<file path="config.mk">
export PLATFORM = sky130hd
export DESIGN_NAME = register_file
export DESIGN_NICKNAME = d
export VERILOG_FILES = /design/src/rtl/register_file.sv
export SDC_FILE = /design/constraint.sdc
export NUM_CORES = 2
export LEC_CHECK = 0
export BUFFER_PORTS_ARGS = -buffer_cell sky130_fd_sc_hd__buf_2
export CAP_MARGIN = 10
export CORE_ASPECT_RATIO = 1.25
export CORE_UTILIZATION = 63
export CTS_CLUSTER_DIAMETER = 150
export DETAILED_ROUTE_END_ITERATION = 8
export HOLD_SLACK_MARGIN = 0.15
export PLACE_DENSITY = 0.82
export SYNTH_ARGS = -nofsm -noshare
export SYNTH_HDL_FRONTEND = slang
export SYNTH_SLANG_ARGS = --single-unit
</file>
<file path="constraint.sdc">
create_clock -name clock -period 3.8 [get_ports clock]
set_input_delay 0.38 -clock clock [delete_from_list [all_inputs] [get_ports clock]]
set_output_delay 0.38 -clock clock [all_outputs]
set_load 0.02 [all_outputs]
</file>
<file path="src/rtl/register_file.sv">
// Two-read/one-write register file with entry 0 hardwired to zero and a post-reset clear sequencer.
// Optional write-through bypass on the read ports: define REGISTER_FILE_BYPASS_EN.
module register_file #(
  parameter int unsigned DATA_WIDTH    = 32,
  parameter int unsigned ADDRESS_WIDTH = 6
) (
  input  logic                     clock,
  input  logic                     reset,
  input  logic [ADDRESS_WIDTH-1:0] register_file_read_address_1,
  input  logic [ADDRESS_WIDTH-1:0] register_file_read_address_2,
  input  logic [ADDRESS_WIDTH-1:0] register_file_write_address,
  input  logic [DATA_WIDTH-1:0]    register_file_write_value,
  input  logic                     register_file_write_enable,
  output logic [DATA_WIDTH-1:0]    register_file_read_value_1,
  output logic [DATA_WIDTH-1:0]    register_file_read_value_2,
  output logic                     busy
);

  localparam int unsigned DEPTH = 2 ** ADDRESS_WIDTH;
  localparam logic [ADDRESS_WIDTH-1:0] LAST_INDEX = '1;

  typedef enum logic {
    CLEAR,
    READY
  } state_t;

  state_t                   state_q, state_d;
  logic [ADDRESS_WIDTH-1:0] clear_index_q, clear_index_d;
  logic [DATA_WIDTH-1:0]    entries_q [1:DEPTH-1];

  logic                     mem_write_enable;
  logic [ADDRESS_WIDTH-1:0] mem_write_address;
  logic [DATA_WIDTH-1:0]    mem_write_data;
  logic                     user_write;

  assign user_write = register_file_write_enable && (register_file_write_address != '0);

  always_comb begin
    state_d           = state_q;
    clear_index_d     = clear_index_q;
    mem_write_enable  = 1'b0;
    mem_write_address = register_file_write_address;
    mem_write_data    = register_file_write_value;
    if (reset) begin
      state_d       = CLEAR;
      clear_index_d = ADDRESS_WIDTH'(1);
    end else begin
      unique case (state_q)
        CLEAR: begin
          // Sequencer owns the write port; the user strobe is dropped here.
          mem_write_enable  = 1'b1;
          mem_write_address = clear_index_q;
          mem_write_data    = '0;
          clear_index_d     = clear_index_q + ADDRESS_WIDTH'(1);
          if (clear_index_q == LAST_INDEX) state_d = READY;
        end
        READY: begin
          mem_write_enable = user_write;
        end
        default: state_d = CLEAR;
      endcase
    end
  end

  always_ff @(posedge clock) begin
    state_q       <= state_d;
    clear_index_q <= clear_index_d;
  end

  always_ff @(posedge clock) begin
    if (mem_write_enable && (mem_write_address != '0)) begin
      entries_q[mem_write_address] <= mem_write_data;
    end
  end

  assign busy = (state_q == CLEAR);

  always_comb begin
    register_file_read_value_1 = '0;
    if (state_q == READY && register_file_read_address_1 != '0) begin
      register_file_read_value_1 = entries_q[register_file_read_address_1];
`ifdef REGISTER_FILE_BYPASS_EN
      if (user_write && register_file_read_address_1 == register_file_write_address) begin
        register_file_read_value_1 = register_file_write_value;
      end
`endif
    end
  end

  always_comb begin
    register_file_read_value_2 = '0;
    if (state_q == READY && register_file_read_address_2 != '0) begin
      register_file_read_value_2 = entries_q[register_file_read_address_2];
`ifdef REGISTER_FILE_BYPASS_EN
      if (user_write && register_file_read_address_2 == register_file_write_address) begin
        register_file_read_value_2 = register_file_write_value;
      end
`endif
    end
  end

endmodule
</file>
==> impl_metrics.env <==
export IMPL_worstSetupEndpointType="output port"
export IMPL_final_area_sq_mm=0.106
export IMPL_cp_required_ns=3.42
export IMPL_tritoncts="done"
export IMPL_async_flop_share_pct=0
export IMPL_antenna_left=0
export IMPL_startpoint_type="register"
export IMPL_slew_limit_headroom_pct=13.2
export IMPL_rsz0062_at_grt="false"
export IMPL_synth_cells=5008
export IMPL_syn_area_sq_mm=0.0946
export IMPL_mostFrequentLayoutCells="edfxtp_1 (2016), mux4_2 (731), mux2i_1 (441)"
export IMPL_violations="setup timing"
export IMPL_ys_seq_area_share_pct=64.2
export IMPL_clk_latency_ns=0.88
export IMPL_avgSynthCellArea_sq_um=18.9
export IMPL_drc_errors=0
export IMPL_overflow=0
export IMPL_clkSinkCount=2023
export IMPL_slew_violations=0
export IMPL_cts_root_buf="clkbuf_16"
export IMPL_gp_congestion=0.972
export IMPL_synth_main_ff_cell="edfxtp_1"
export IMPL_grt_first_pass_wirelength_microns=444000
export IMPL_worstSetupPathType="reg2out"
export IMPL_skew_ns=0.0308
export IMPL_dpl_hpwl_microns=192000
export IMPL_finalSetupViolCount=8
export IMPL_dp_slack_ns=0.0255
export IMPL_wl_per_cell_microns=42.7
export IMPL_nets=5355
export IMPL_power_density_mw_per_mm2=448
export IMPL_place_area_sq_mm=0.100
export IMPL_die_y_microns=435
export IMPL_ir_drop_mv=0.380
export IMPL_holdCritStartpoint="register_file_write_value[25]"
export IMPL_clockBufferDepth=3
export IMPL_period_minus_slack_ns=3.95
export IMPL_grt_pass1_vias=61272
export IMPL_rr_startpoint="state_q"
export IMPL_cts_clk_slew_worst_paths_ns=0.06
export IMPL_yosys_warnings=0
export IMPL_critPathArrivalTime_ns=3.57
export IMPL_finalNonFillerCells=7467
export IMPL_drtIter0Drc=11046
export IMPL_cp_max_fo=22
export IMPL_synth_edff_count=2016
export IMPL_track_usage_pct=42.2
export IMPL_die_w_microns=349
export IMPL_dr_pass1_iters=9
export IMPL_worst_pin_slew_ns=1.30
export IMPL_fin_ws_ns=-0.150
export IMPL_worstSetupStartpoint="state_q"
export IMPL_top_level_ports=118
export IMPL_dieArea_sq_mm=0.152
export IMPL_p_total_uw=47600
export IMPL_dp_cells=7112
export IMPL_grt_max_degree=67
export IMPL_drive_gt1_share_pct=33.4
export IMPL_start_util_pct=63.6
export IMPL_synth_cell_type_count=72
export IMPL_antenna_found_initial=32
export IMPL_setup_tns_final_ns=-0.459
export IMPL_port_buffers=117
export IMPL_vias_per_cell=8.16
export IMPL_syn2layout_area_growth_pct=12.3
export IMPL_synth_seq_cells=2023
export IMPL_hp_class="in2reg"
export IMPL_cts_buffers=182
export IMPL_hold_viol=0
export IMPL_p_leak_uw=0.0347
export IMPL_h_tree_depth=4
export IMPL_fp_row_count=158
export IMPL_vias=60943
export IMPL_finalCritPeriodShare_pct=104
export IMPL_timing_fmax_ghz=0.253
export IMPL_core_area_sq_mm=0.149
export IMPL_synth_fp_nets=5062
export IMPL_mostFrequentLayoutCell="edfxtp_1"
export IMPL_max_cap_violations=0
export IMPL_outcome="finished, violations left"
export IMPL_wl_microns=319000
through the flow:
stage / hold WS, ns / util (%)
detailed placement: 0.514 / 67.3
CTS: 0.159 / 71.4
global placement: 0.500 / 67.3
floorplan: 0.483 / -
finish: 0.179 / 71.4
global route: 0.176 / 71.4
power breakdown:
group	switching (uW)	total [uW]	internal (uW)
registers	54.7	24700	24700
clock network	8360	18700	10400
logic	2620	4180	1560
what timing repair did:
item / in CTS / in global routing
gates resized for setup: 10 / 9
endpoints found under the hold margin: 18 / 0
setup buffers: 2 / 0
setup endpoints to repair: 35 / 12
hold buffers: 3 / 0
cells in the mapped netlist, types with 91 or more instances:
cell type	instances	area (sq um)
a21oi_1	120	601
a221oi_1	91	797
a22oi_1	130	976
buf_2	105	526
buf_4	92	691
clkbuf_1	131	492
edfxtp_1	2016	60500
mux2_2	160	1800
mux2i_1	441	4410
mux4_2	731	16500
nand2_1	103	387
o221ai_1	95	832
worst paths after layout:
check / end / slack (ns) / cells past startpoint
worst max-delay path: register_file_read_value_1[3] / -0.15 / 7
worst min-delay path: entries_q[54][25] / 0.18 / 2
worst max register to register: entries_q[10][10] / 0.64 / 5
worst min register to register: clear_index_q[5] / 0.53 / 2
flip-flops by register name (all words and copies together) (netlist names):
| name | flops |
|---|---|
| clear_index_q | 6 |
| entries_q | 2016 |
| state_q | 1 |
cell type report:
cell class,instances,area (sq um)
sequential,2023,60700
timing repair buffer,526,5150
fill,8525,42500
clock inverter,108,1180
multi-input combinational,2566,31900
tap,2000,2500
clock buffer,224,4760
inverter,2,11.3
antenna,18,45.0
cells by family after synthesis:
kind of cell | count (synthesis) | share of synthesized area, %
flip-flops | 2023 | 64.2
multiplexers | 1340 | 24.1
AO/OA/AOI/OAI | 868 | 6.88
buffers and inverters | 419 | 2.85
AND/OR/NAND/NOR | 354 | 1.90
XOR/XNOR | 3 | 0.0278
adder cells (fa/ha/maj) | 1 | 0.0132
routing by layer:
| metal | up-vias | track usage (%) | share of wire (%) |
|---|---|---|---|
| li1 | 22273 | - | - |
| met1 | 30067 | 50.8 | 28 |
| met2 | 6668 | 62.9 | 45 |
| met3 | 1905 | 15.1 | 17 |
| met4 | 30 | 31.7 | 9.6 |
| met5 | - | 0.0319 | 0.051 |
critical path: stages, from the launching register on:
cell	delay (ns)
dfxtp_4	0.40
buf_4	0.20
nand2_2	0.35
buf_4	0.63
a211o_1	0.49
o31ai_1	0.24
buf_4	0.20
buf_2	0.15
(Power assumes the default switching activity.)
